$ cat src/rtl/beer_pkg.sv
// Shared lane constants, lane FSM state and player/owner encoding for the
// beer lane scheduler.
package beer_pkg;

  localparam int NUM_LANES = 6;
  localparam int Y_TOP     = 125;
  localparam int Y_STEP    = 50;
  localparam int LANE_LEN  = 32;
  localparam int POS_W     = 5;
  localparam int STEP_DIV  = 4;
  localparam int Y_W       = 11;
  localparam int DIV_W     = (STEP_DIV > 1) ? $clog2(STEP_DIV) : 1;

  typedef enum logic {
    LANE_IDLE = 1'b0,
    LANE_FLY  = 1'b1
  } lane_state_e;

  typedef enum logic {
    OWNER_P1 = 1'b0,
    OWNER_P2 = 1'b1
  } owner_e;

  // Player y coordinate that lines up with lane idx.
  function automatic logic [Y_W-1:0] lane_y(input int idx);
    return Y_W'(Y_TOP + idx * Y_STEP);
  endfunction

endpackage

$ cat src/rtl/beer_lane.sv
// One serving lane: IDLE/FLY state, step divider, mug position and owner.
// hit/miss are single-edge events consumed and registered by the top.
module beer_lane
  import beer_pkg::*;
(
  input  logic             CLK_2_21,
  input  logic             RESET,
  input  logic             run,
  input  logic             start,
  input  owner_e           start_owner,
  input  logic             catch_pulse,
  output logic             busy,
  output logic             owner,
  output logic [POS_W-1:0] mug_x,
  output logic             hit,
  output logic             miss
);

  lane_state_e      state_reg, state_next;
  owner_e           owner_reg, owner_next;
  logic [POS_W-1:0] mug_x_reg, mug_x_next;
  logic [DIV_W-1:0] div_reg, div_next;
  logic             step_wrap;

  assign step_wrap = (div_reg == DIV_W'(STEP_DIV - 1));

  always_ff @(posedge CLK_2_21 or posedge RESET) begin
    if (RESET) begin
      state_reg <= LANE_IDLE;
      owner_reg <= OWNER_P1;
      mug_x_reg <= '0;
      div_reg   <= '0;
    end else begin
      state_reg <= state_next;
      owner_reg <= owner_next;
      mug_x_reg <= mug_x_next;
      div_reg   <= div_next;
    end
  end

  always_comb begin
    state_next = state_reg;
    owner_next = owner_reg;
    mug_x_next = mug_x_reg;
    div_next   = div_reg;
    hit        = 1'b0;
    miss       = 1'b0;
    if (!run) begin
      state_next = LANE_IDLE;
      mug_x_next = '0;
      div_next   = '0;
    end else begin
      case (state_reg)
        LANE_IDLE: begin
          if (start) begin
            state_next = LANE_FLY;
            owner_next = start_owner;
            mug_x_next = '0;
            div_next   = '0;
          end
        end
        LANE_FLY: begin
          // A catch takes priority over the mug reaching the lane end.
          if (catch_pulse) begin
            hit        = 1'b1;
            state_next = LANE_IDLE;
            mug_x_next = '0;
            div_next   = '0;
          end else if (step_wrap) begin
            div_next = '0;
            if (mug_x_reg == POS_W'(LANE_LEN - 1)) begin
              miss       = 1'b1;
              state_next = LANE_IDLE;
              mug_x_next = '0;
            end else begin
              mug_x_next = mug_x_reg + POS_W'(1);
            end
          end else begin
            div_next = div_reg + DIV_W'(1);
          end
        end
        default: state_next = LANE_IDLE;
      endcase
    end
  end

  assign busy  = (state_reg == LANE_FLY);
  assign owner = owner_reg;
  assign mug_x = mug_x_reg;

endmodule

$ cat src/rtl/beer_lane_scheduler.sv
// Maps player y positions to lanes, round-robin arbitrates throws onto idle
// lanes and folds per-lane catch/fall events into registered player pulses.
module beer_lane_scheduler
  import beer_pkg::*;
(
  input  logic                       CLK_2_21,
  input  logic                       RESET,
  input  logic                       run,
  input  logic [Y_W-1:0]             P1_y,
  input  logic [Y_W-1:0]             P2_y,
  input  logic                       P1_throw,
  input  logic                       P2_throw,
  input  logic [NUM_LANES-1:0]       catch_in,
  output logic [NUM_LANES-1:0]       lane_busy,
  output logic [NUM_LANES-1:0]       lane_owner,
  output logic [NUM_LANES*POS_W-1:0] mug_x,
  output logic                       P1_grant,
  output logic                       P2_grant,
  output logic                       P1_hit,
  output logic                       P2_hit,
  output logic                       P1_miss,
  output logic                       P2_miss
);

  logic [NUM_LANES-1:0] p1_sel, p2_sel;
  logic [NUM_LANES-1:0] p1_start, p2_start;
  logic [NUM_LANES-1:0] lane_hit, lane_miss;
  logic                 p1_ok, p2_ok, contested, p1_win, p2_win;
  owner_e               rr_reg, rr_next;

  // Selects are one-hot or empty, so an off-grid y simply never matches.
  generate
    for (genvar gi = 0; gi < NUM_LANES; gi++) begin : g_lane
      assign p1_sel[gi]   = P1_throw && (P1_y == lane_y(gi));
      assign p2_sel[gi]   = P2_throw && (P2_y == lane_y(gi));
      assign p1_start[gi] = p1_win && p1_sel[gi];
      assign p2_start[gi] = p2_win && p2_sel[gi];

      beer_lane u_lane (
        .CLK_2_21    (CLK_2_21),
        .RESET       (RESET),
        .run         (run),
        .start       (p1_start[gi] | p2_start[gi]),
        .start_owner (p2_start[gi] ? OWNER_P2 : OWNER_P1),
        .catch_pulse (catch_in[gi]),
        .busy        (lane_busy[gi]),
        .owner       (lane_owner[gi]),
        .mug_x       (mug_x[gi*POS_W +: POS_W]),
        .hit         (lane_hit[gi]),
        .miss        (lane_miss[gi])
      );
    end
  endgenerate

  // Only lanes idle in the registered state are eligible targets.
  assign p1_ok     = run && |(p1_sel & ~lane_busy);
  assign p2_ok     = run && |(p2_sel & ~lane_busy);
  assign contested = p1_ok && p2_ok && (p1_sel == p2_sel);
  assign p1_win    = p1_ok && (!contested || rr_reg == OWNER_P1);
  assign p2_win    = p2_ok && (!contested || rr_reg == OWNER_P2);

  always_comb begin
    rr_next = rr_reg;
    if (contested) begin
      rr_next = (rr_reg == OWNER_P1) ? OWNER_P2 : OWNER_P1;
    end
  end

  always_ff @(posedge CLK_2_21 or posedge RESET) begin
    if (RESET) begin
      rr_reg   <= OWNER_P1;
      P1_grant <= 1'b0;
      P2_grant <= 1'b0;
      P1_hit   <= 1'b0;
      P2_hit   <= 1'b0;
      P1_miss  <= 1'b0;
      P2_miss  <= 1'b0;
    end else begin
      rr_reg   <= rr_next;
      P1_grant <= p1_win;
      P2_grant <= p2_win;
      P1_hit   <= |(lane_hit & ~lane_owner);
      P2_hit   <= |(lane_hit & lane_owner);
      P1_miss  <= |(lane_miss & ~lane_owner);
      P2_miss  <= |(lane_miss & lane_owner);
    end
  end

endmodule

$ cat config.mk
export PLATFORM = sky130hd
export DESIGN_NAME = beer_lane_scheduler
export DESIGN_NICKNAME = d
export VERILOG_FILES = /design/src/rtl/beer_pkg.sv /design/src/rtl/beer_lane.sv /design/src/rtl/beer_lane_scheduler.sv
export SDC_FILE = /design/constraint.sdc
export NUM_CORES = 1
export LEC_CHECK = 0
export ABC_CLOCK_PERIOD_IN_PS = 3260
export CORE_MARGIN = 1.5
export CORE_UTILIZATION = 53
export DETAILED_ROUTE_END_ITERATION = 16
export PLACE_DENSITY = 0.88
export SLEW_MARGIN = 20
export SYNTH_ARGS = -nofsm -noshare
export SYNTH_HDL_FRONTEND = slang
export SYNTH_SLANG_ARGS = --single-unit
$ cat constraint.sdc
create_clock -name CLK_2_21 -period 3.26 [get_ports CLK_2_21]
set_clock_uncertainty 0.1 [all_clocks]
set_input_delay 0.326 -clock CLK_2_21 [delete_from_list [all_inputs] [get_ports CLK_2_21]]
set_output_delay 0.326 -clock CLK_2_21 [all_outputs]
set_load 0.005 [all_outputs]
==> metrics.txt, run 1 <==
number of H-tree branching levels=3; ratio of cells with drive above 1 in the final layout=13.3%; cell depth of the worst min-delay path=1; TritonCTS clock tree=done; fraction of the cycle the final worst path needs=93.1%; average cell area after synthesis=8.99 um2; average vias per placed instance=6.23; CP Data Arrival Time=3.19 ns; highest attainable clock frequency=330 MHz; shortest period the worst path allows=3.03 ns; Detail Placement HPWL=8980 um; max-slew headroom at the worst pin=49.3%; Seq/Total Area, Yosys=35.7%; Max-Cap Viols=0; combined area of all synthesized cells=4280 um2; area grow syn2layout=29.5%; fraction of registers with async set or reset after synthesis=100%; Tightest Pin Transition=0.760 ns; final count of negative-setup-slack endpoints=0; number of nets with antenna violations after routing=0; commonest non-fill, non-tap cell in the layout=sky130_fd_sc_hd__clkdlybuf4s50_1; cell occurring most often along the worst timing path=sky130_fd_sc_hd__buf_4; count of final hold-check violations=0; endpoint required time on the critical path=3.41 ns; launch point of the worst reg-to-reg path=g_lane[1].u_lane.busy$_DFF_PP0_; clock sink total=61; number of nets at the end of the flow=634; most frequent cells in the layout=sky130_fd_sc_hd__clkdlybuf4s50_1 (80), sky130_fd_sc_hd__dfrtp_1 (61), sky130_fd_sc_hd__nand2_1 (39); result of the run=complete, no violations; leakage power=2.42 nW; Post-Synthesis Cells=476; core area=7770 um2; min-delay src=g_lane[1].u_lane.div_reg[0]$_DFFE_PP0P_; Inserted Clock Buffers=9; post-route DRC violation count=0; Primary FF master, synth=sky130_fd_sc_hd__dfrtp_1; RSZ-0062 raised after global routing=no; post-CTS sizing=0; cells traversed along the worst timing path=clkdlybuf4s50_1 -> or3b_1 -> buf_4 -> nor4_4 -> xor2_1 -> nand3_2 -> buf_4 -> o2111ai_1 -> o211ai_1 -> o21ai_0; final count of pins violating max slew=0; Die Span X=92.9 um; post-synth net total=527; CTS clock-pin slew for the worst setup and hold paths=0.07 ns; fill cell count=601; critical setup path kind=input pin to flip-flop; CP Capture Type=flip-flop; destination of the worst hold path=g_lane[1].u_lane.div_reg[0]$_DFFE_PP0P_; Antenna diodes=0; number of antenna violations at the first check in global routing=0; Post-Layout Inst Area=5540 um2; FF-to-FF setup slack=0.57 ns; maximum VDD drop=0.214 mV; Boundary Pins=81; endpoint of the worst-slack reg-to-reg timing path=g_lane[5].u_lane.div_reg[0]$_DFFE_PP0P_; max reg flops=30; number of rows created at floorplan=32; Final Non-Filler Cells=690; Global Route Usage Sum=28.8%; routability cong.=0.953; aggregate routed wire length=11900 um; post-placement cell area=5340 um2; largest net degree at the start of global routing=62; number of placed instances with taps included=673; type of element launching the critical path=input pin; total power per unit cell area=283 nW/um2; Root Driver=sky130_fd_sc_hd__clkbuf_8; synth unique cells=69; die area=8620 um2; final worst hold slack=0.390 ns; number of cells traversed by the worst register-to-register path=7; EDFF count, synth=0; starting density of the core=55.1%; number of warnings printed during yosys synthesis=0; Bufs on Longest Clock Path=2; first-pass GRT wire length=19600 um; die extent in y=92.9 um; final routed wire length divided by cell count=17.2 um; Hold Buf Count CTS=0; slowest cell on the critical path=sky130_fd_sc_hd__clkdlybuf4s50_1; later-pin clock latency in the skew report=0.34 ns; delay of the slowest critical-path stage=0.46 ns; total power after layout=1.57 mW; Iter 0 DRT Violations=369; Port-buffer cells=80; detailed-router iteration count before antenna repair=5; largest fanout of any net on the critical path=7; classification of the worst-slack hold path=flip-flop to flip-flop; via total after detailed routing=4299; Seq cells post-synth=61; number of global-route vias before repair=4103; GR Overflow Total=0; fin util=71.4%
[worst max-delay path, delay by kind of cell]
family	cells	cell delay, ns
AO/OA/AOI/OAI	3	0.88
XOR/XNOR	1	0.27
buffers and inverters	3	0.82
AND/OR/NAND/NOR	3	0.88
[layer usage]
layer	up-vias	track usage (%)	routed length, um
li1	2006	-	-
met1	2050	37.4	4990
met2	211	48.7	5790
met3	32	4.68	779
met4	0	9.60	289
met5	-	0	0
[final cells by class]
class	count	area [um2]	share of cell area, %
multi-input cells	358	2480	44.7
repair buffers	118	1090	19.6
clock buffers	12	145	2.62
flip-flops and latches	61	1530	27.5
well taps	102	128	2.30
clock inverters	4	47.5	0.858
inverters	35	131	2.37
[metrics by stage]
stage	TNS [ns]	setup WS, ns
finish	0	0.226
global route	0	0.0505
detailed placement	-1.21	-0.122
floorplan	0	0.599
CTS	0	0.227
global placement	0	0.0102
[synthesized netlist by cell type (3+ instances only)]
cell type	number	share of area, %
sky130_fd_sc_hd__dfrtp_1	61	36
sky130_fd_sc_hd__nand2_1	39	3.4
sky130_fd_sc_hd__inv_1	34	3.0
sky130_fd_sc_hd__o21ai_0	34	4.0
sky130_fd_sc_hd__nor2_1	25	2.2
sky130_fd_sc_hd__and3_1	19	2.8
sky130_fd_sc_hd__ha_1	18	5.3
sky130_fd_sc_hd__a21oi_1	17	2.0
sky130_fd_sc_hd__nand3_1	16	1.9
sky130_fd_sc_hd__nor3b_1	14	2.5
sky130_fd_sc_hd__buf_4	12	2.1
sky130_fd_sc_hd__nand3b_1	12	2.1
sky130_fd_sc_hd__nor3_1	12	1.4
sky130_fd_sc_hd__o22ai_1	12	1.8
sky130_fd_sc_hd__nor4bb_1	9	2.1
sky130_fd_sc_hd__a31oi_1	8	1.2
sky130_fd_sc_hd__clkbuf_1	8	0.70
sky130_fd_sc_hd__nand4_1	8	1.2
sky130_fd_sc_hd__a22oi_1	7	1.2
sky130_fd_sc_hd__a22o_1	6	1.2
sky130_fd_sc_hd__o21a_1	6	1.1
sky130_fd_sc_hd__or2_2	5	0.73
sky130_fd_sc_hd__xor2_1	5	1.0
sky130_fd_sc_hd__mux2i_1	4	0.94
sky130_fd_sc_hd__nor4_4	4	2.0
sky130_fd_sc_hd__o211ai_1	4	0.70
sky130_fd_sc_hd__o2bb2ai_1	4	0.82
sky130_fd_sc_hd__o31ai_1	4	0.70
sky130_fd_sc_hd__a211oi_1	3	0.53
sky130_fd_sc_hd__and4b_1	3	0.70
sky130_fd_sc_hd__mux2_2	3	0.79
sky130_fd_sc_hd__nor2b_1	3	0.44
sky130_fd_sc_hd__o2111ai_1	3	0.61
sky130_fd_sc_hd__or3_1	3	0.44
sky130_fd_sc_hd__xnor2_1	3	0.61
[how the worst max path moves through the flow]
stage	from	to	slack, ns	cells after the start
2_1_floorplan	P2_y[9]	g_lane[4].u_lane.div_reg[0]$_DFFE_PP0P_	0.60	8
3_3_place_gp	P2_y[7]	g_lane[1].u_lane.mug_x[0]$_DFFE_PP0P_	0.01	10
3_5_place_dp	P2_throw	g_lane[1].u_lane.mug_x[1]$_DFFE_PP0P_	-0.12	10
4_1_cts	P2_throw	g_lane[1].u_lane.mug_x[1]$_DFFE_PP0P_	0.23	10
5_1_grt	P2_y[7]	g_lane[1].u_lane.div_reg[1]$_DFFE_PP0P_	0.05	11
6_report	P2_throw	g_lane[0].u_lane.mug_x[0]$_DFFE_PP0P_	0.23	10
[logic make-up (layout without fill, tap and decap cells)]
kind of cell	after synthesis	after routing	share of synthesized area, %
and+or+nand+nor	200	200	30.0
AOI/OAI and AO/OA	125	125	19.4
DFF	61	61	35.7
buffers and inverters	57	169	6.40
adders and majority gates	18	18	5.26
xor gates and xnor gates	8	8	1.64
muxes	7	7	1.72
[timing repair]
action / 4_1_cts / 5_1_grt
hold endpoints to repair: 0 / 0
buffers inserted: 0 / 1
endpoints found under the setup margin: 0 / 6
[power breakdown]
group	leakage [nW]	internal (mW)	switching, mW
registers	0.842	0.757	0.000422
logic	1.48	0.0645	0.0708
clock network	0.0964	0.372	0.306
total	2.42	1.19	0.377
(Power assumes the default switching activity.)
==> run 2, diff against run 1 <==
--- a/config.mk
+++ b/config.mk
@@ -6,10 +6,14 @@
 export NUM_CORES = 1
 export LEC_CHECK = 0
 export ABC_CLOCK_PERIOD_IN_PS = 3260
+export CAP_MARGIN = 20
+export CELL_PAD_IN_SITES_DETAIL_PLACEMENT = 1
+export CELL_PAD_IN_SITES_GLOBAL_PLACEMENT = 1
 export CORE_MARGIN = 1.5
-export CORE_UTILIZATION = 53
+export CORE_UTILIZATION = 40
 export DETAILED_ROUTE_END_ITERATION = 16
 export PLACE_DENSITY = 0.88
+export SETUP_SLACK_MARGIN = 0.02
 export SLEW_MARGIN = 20
 export SYNTH_ARGS = -nofsm -noshare
 export SYNTH_HDL_FRONTEND = slang
==> run 2 against run 1 <==
Net effect:
- highest routed layer unchanged
- clock power fell by 7.5%
- maximum frequency fell by 1.6%
- critical path depth fell by 2
- final area rose by 0.72%
- setup slack got worse by 0.048 ns
- core utilization fell by 18 points
==> metrics.txt, run 2 (synthesis gave the netlist of run 1 again) <==
ratio of cells with drive above 1 in the final layout=13.3%; startpoint of the most critical setup path=P2_y[8]; shortest period the worst path allows=3.08 ns; busiest layer in global routing=met2; post-placement cell area=5380 um2; routability cong.=0.930; fill cell count=1191; endpoint required time on the critical path=3.45 ns; met1 Track Usage GR=30.3%; number of global-route vias before repair=4364; FF-to-FF setup slack=0.49 ns; most frequent cells in the layout=sky130_fd_sc_hd__clkdlybuf4s50_1 (79), sky130_fd_sc_hd__dfrtp_1 (61), sky130_fd_sc_hd__nand2_1 (39); global routing usage on met3=4.54%; last element of the critical path=g_lane[4].u_lane.div_reg[0]$_DFFE_PP0P_; highest attainable clock frequency=324 MHz; number of H-tree branching levels=3; slowest cell on the critical path=sky130_fd_sc_hd__clkdlybuf4s50_1; final routed wire length divided by cell count=18.8 um; number of nets at the end of the flow=630; critical setup path kind=input pin to flip-flop; result of the run=complete, no violations; Bufs on Longest Clock Path=2; number of cells traversed by the worst register-to-register path=7; max-slew headroom at the worst pin=46.7%; PnR worst setup slack=0.178 ns; largest net degree at the start of global routing=33; post-CTS setup buffers=0; post-route DRC violation count=0; post-route setup TNS=0 ns; detailed-router iteration count before antenna repair=10; RSZ-0062 raised after global routing=no; max reg flops=30; Detail Placement HPWL=10400 um; later-pin clock latency in the skew report=0.36 ns; fraction of the cycle the final worst path needs=94.5%; CTS clock-pin slew for the worst setup and hold paths=0.07 ns; endpoint of the worst-slack reg-to-reg timing path=g_lane[5].u_lane.div_reg[0]$_DFFE_PP0P_; Max-Cap Viols=0; aggregate routed wire length=13500 um; count of final hold-check violations=0; Die Span X=106 um; number of rows created at floorplan=37; die extent in y=106 um; number of antenna violations at the first check in global routing=0; delay of the slowest critical-path stage=0.56 ns; Root Driver=sky130_fd_sc_hd__clkbuf_8; CP Capture Type=flip-flop; category of cells accounting for the largest share of critical-path delay=simple AND/OR/NAND/NOR gates; cells traversed along the worst timing path=clkdlybuf4s50_1 -> or4b_1 -> nor3_1 -> o21a_1 -> o311ai_0 -> o31a_1 -> nor4_4 -> mux2_4; TritonCTS clock tree=done; classification of the worst-slack hold path=input pin to asynchronous set/reset pin; Inserted Clock Buffers=9; launch point of the worst reg-to-reg path=g_lane[1].u_lane.busy$_DFF_PP0_; met2 Usage GRT=42.9%; final count of pins violating max slew=0; number of buffer and inverter stages on the critical path=1; maximum VDD drop=0.185 mV; fin util=53.8%; via total after detailed routing=4205; average vias per placed instance=5.86; number of logic stages on the critical path including buffering=8; final count of negative-setup-slack endpoints=0; die area=11300 um2; commonest non-fill, non-tap cell in the layout=sky130_fd_sc_hd__clkdlybuf4s50_1; largest fanout of any net on the critical path=7; Iter 0 DRT Violations=181; type of element launching the critical path=input pin; number of nets with antenna violations after routing=0; GR Overflow Total=0; leakage power=2.42 nW; core area=10400 um2; Hold Buf Count CTS=0; area grow syn2layout=30.5%; first-pass GRT wire length=21800 um; Tightest Pin Transition=0.789 ns; starting density of the core=41.3%; Global Route Usage Sum=24.5%; clock sink total=61; Place WS=-0.263 ns; Post-Layout Inst Area=5580 um2; Boundary Pins=81; CP Data Arrival Time=3.27 ns; Antenna diodes=0; total power per unit cell area=273 nW/um2; Port-buffer cells=80
[run 2: metal layers]
layer,routed length [um],vias up
met5,0,-
met4,289,0
met3,590,22
met2,6820,127
met1,5760,2084
li1,-,1972
[run 2: how the worst min path moves through the flow]
stage	from	endpoint	slack [ns]	cells after the start
5_1_grt	RESET	g_lane[2].u_lane.mug_x[0]$_DFFE_PP0P_	0.34	2
3_3_place_gp	g_lane[0].u_lane.div_reg[0]$_DFFE_PP0P_	g_lane[0].u_lane.div_reg[0]$_DFFE_PP0P_	0.37	1
3_5_place_dp	g_lane[1].u_lane.div_reg[0]$_DFFE_PP0P_	g_lane[1].u_lane.div_reg[0]$_DFFE_PP0P_	0.38	1
4_1_cts	RESET	g_lane[2].u_lane.mug_x[4]$_DFFE_PP0P_	0.29	2
2_1_floorplan	g_lane[2].u_lane.div_reg[0]$_DFFE_PP0P_	g_lane[2].u_lane.div_reg[0]$_DFFE_PP0P_	0.36	1
6_report	RESET	g_lane[2].u_lane.mug_x[0]$_DFFE_PP0P_	0.29	2
[run 2: per-stage QoR]
| step | instances | hold WS, ns | power, mW |
|---|---|---|---|
| 6_report | 717 | 0.294 | 1.53 |
| 5_1_grt | 717 | 0.338 | 1.58 |
| 4_1_cts | 717 | 0.294 | 1.55 |
| 3_5_place_dp | 704 | 0.376 | 0.912 |
| 3_3_place_gp | 704 | 0.367 | 0.906 |
| 2_1_floorplan | 476 | 0.357 | 0.828 |
[run 2: final cells by class]
type,count,area [um2],share of cell area (%)
well taps,136,170,3.05
inverters,35,131,2.35
repair buffers,114,1070,19.2
flip-flops and latches,61,1530,27.3
clock buffers,10,128,2.29
multi-input cells,358,2520,45.1
clock inverters,3,40.0,0.717
[run 2: power breakdown]
group / internal [mW] / leakage [nW] / total, mW / switching (mW)
combinational: 0.0666 / 1.49 / 0.142 / 0.0756
clock: 0.338 / 0.0878 / 0.627 / 0.289
sequential: 0.758 / 0.842 / 0.758 / 0.000422
[run 2: what timing repair did]
| action | 4_1_cts | 5_1_grt |
|---|---|---|
| gates resized for setup | 0 | 8 |
| hold endpoints to repair | 0 | 0 |
| setup endpoints to repair | 0 | 10 |
==> run 3, diff against run 2 <==
--- a/config.mk
+++ b/config.mk
@@ -12,6 +12,7 @@
 export CORE_MARGIN = 1.5
 export CORE_UTILIZATION = 40
 export DETAILED_ROUTE_END_ITERATION = 16
+export GPL_TIMING_DRIVEN = 0
 export PLACE_DENSITY = 0.88
 export SETUP_SLACK_MARGIN = 0.02
 export SLEW_MARGIN = 20
==> run 3 against run 2 <==
Net effect:
- final cell count down 0.42%
- critical path depth shrank 1
- core utilization about the same
- global-route usage down 0.77 points
- via count is essentially flat
- critical endpoint is now g_lane[4].u_lane.busy$_DFF_PP0_
- largest cell class unchanged
- largest power group is now the clock network
==> metrics.txt, run 3 (synthesis gave the netlist of run 1 again) <==
busiest layer in global routing=met2; via total after detailed routing=4207; Root Driver=sky130_fd_sc_hd__clkbuf_8; fill cell count=1235; met1 Track Usage GR=30.1%; number of nets at the end of the flow=624; number of buffer and inverter stages on the critical path=1; Inserted Clock Buffers=9; number of nets with antenna violations after routing=0; largest fanout of any net on the critical path=7; die extent in y=106 um; Detail Placement HPWL=9720 um; maximum VDD drop=0.206 mV; first-pass GRT wire length=21500 um; CP Capture Type=flip-flop; core area=10400 um2; Die Span X=106 um; result of the run=complete, no violations; Tightest Pin Transition=0.931 ns; Port-buffer cells=80; later-pin clock latency in the skew report=0.35 ns; max reg flops=30; global routing usage on met3=3.43%; area grow syn2layout=30.5%; RSZ-0062 raised after global routing=yes; starting density of the core=41.3%; Place WS=-0.458 ns; Sequential Area=1530 um2; PnR worst setup slack=0.0830 ns; aggregate routed wire length=13300 um; detailed-router iteration count before antenna repair=4; footprint of the multi-input gates=2510 um2; Boundary Pins=81; slowest cell on the critical path=sky130_fd_sc_hd__or4bb_1; clock sink total=61; final count of pins violating max slew=0; final count of negative-setup-slack endpoints=0; highest attainable clock frequency=315 MHz; die area=11300 um2; critical setup path kind=input pin to flip-flop; count of final hold-check violations=0; Antenna diodes=0; routability cong.=0.874; TritonCTS clock tree=done; cells traversed along the worst timing path=clkdlybuf4s50_1 -> or4bb_1 -> nor4_2 -> xnor2_1 -> nand3_2 -> o31a_1 -> or3_2; met2 Usage GRT=40.6%; ratio of cells with drive above 1 in the final layout=11.8%; total power per unit cell area=301 nW/um2; max-slew headroom at the worst pin=37.2%; number of global-route vias before repair=4353; post-placement cell area=5280 um2; average vias per placed instance=5.89; shortest period the worst path allows=3.18 ns; CTS clock-pin slew for the worst setup and hold paths=0.07 ns; number of rows created at floorplan=37; GR Overflow Total=0; Iter 0 DRT Violations=192; number of H-tree branching levels=3; commonest non-fill, non-tap cell in the layout=sky130_fd_sc_hd__clkdlybuf4s50_1; Max-Cap Viols=0; largest net degree at the start of global routing=59; most frequent cells in the layout=sky130_fd_sc_hd__clkdlybuf4s50_1 (80), sky130_fd_sc_hd__dfrtp_1 (61), sky130_fd_sc_hd__nand2_1 (39); number of antenna violations at the first check in global routing=0; Global Route Usage Sum=23.7%; endpoint required time on the critical path=3.39 ns; final routed wire length divided by cell count=18.6 um; delay of the slowest critical-path stage=0.61 ns; leakage power=2.38 nW; classification of the worst-slack hold path=input pin to asynchronous set/reset pin; post-route DRC violation count=0; Post-Layout Inst Area=5590 um2; CP Data Arrival Time=3.30 ns; category of cells accounting for the largest share of critical-path delay=simple AND/OR/NAND/NOR gates; total power after layout=1.68 mW; Bufs on Longest Clock Path=2; type of element launching the critical path=input pin; fraction of the cycle the final worst path needs=97.5%
[run 3: worst paths after layout]
check,startpoint,end,slack (ns),cells past startpoint
setup reg to reg,g_lane[1].u_lane.busy$_DFF_PP0_,g_lane[4].u_lane.div_reg[0]$_DFFE_PP0P_,0.23,8
hold / removal,RESET,g_lane[1].u_lane.mug_x[1]$_DFFE_PP0P_,0.1,2
hold reg to reg,g_lane[1].u_lane.div_reg[0]$_DFFE_PP0P_,g_lane[1].u_lane.div_reg[0]$_DFFE_PP0P_,0.39,1
min in group CLK_2_21,g_lane[1].u_lane.div_reg[0]$_DFFE_PP0P_,g_lane[1].u_lane.div_reg[0]$_DFFE_PP0P_,0.39,1
setup / recovery,P2_y[4],g_lane[4].u_lane.busy$_DFF_PP0_,0.08,7
max in group asynchronous,RESET,g_lane[5].u_lane.owner$_DFFE_PP0P_,2.48,3
[run 3: area by class of cell]
cell class / instances / area share (%)
plain buffers: 22 / 2.55
clock buffers: 11 / 2.71
clock inverters: 5 / 1.48
inverters: 35 / 2.40
multi-input cells: 358 / 45.0
flip-flops and latches: 61 / 27.3
well taps: 136 / 3.05
repair buffers: 86 / 15.5
[run 3: power by group]
part	leakage (nW)	switching [mW]	total (mW)	internal (mW)
registers	0.842	0.000496	0.758	0.757
logic	1.43	0.0756	0.138	0.0627
clock network	0.108	0.314	0.786	0.472
[run 3: per-stage QoR]
| step | TNS [ns] | cells | hold WS [ns] | utilization (%) |
|---|---|---|---|---|
| final | 0 | 714 | 0.0953 | 53.9 |
| after global routing | -1.09 | 714 | 0.105 | 53.9 |
| after CTS | 0 | 709 | 0.0894 | 53.4 |
| after floorplan | 0 | 476 | 0.357 | - |
| after detailed placement | -16.45 | 693 | 0.388 | 50.9 |
| after global placement | -10.70 | 692 | 0.366 | 50.6 |
[run 3: per-layer routing]
metal,wire length (um),vias to the layer above
met5,0,-
met4,257,0
met3,646,27
met2,6630,127
met1,5730,2085
li1,-,1968
[run 3: what timing repair did]
item                                    in CTS  in global routing
buffers inserted                             0                  5
endpoints found under the hold margin        0                  0
resized for setup                            3                  3
pin swaps                                    0                  4
endpoints found under the setup margin      36                 42
hold buffers                                 0                  0
[run 3: worst register-to-register path: stages (launching register included)]
cell	delay [ns]
sky130_fd_sc_hd__dfrtp_1	0.38
sky130_fd_sc_hd__clkbuf_1	0.36
sky130_fd_sc_hd__nor3_1	0.17
sky130_fd_sc_hd__o21a_1	0.29
sky130_fd_sc_hd__o311ai_0	0.83
sky130_fd_sc_hd__o31a_1	0.31
sky130_fd_sc_hd__nor4_4	0.05
sky130_fd_sc_hd__buf_4	0.18
sky130_fd_sc_hd__mux2_2	0.27
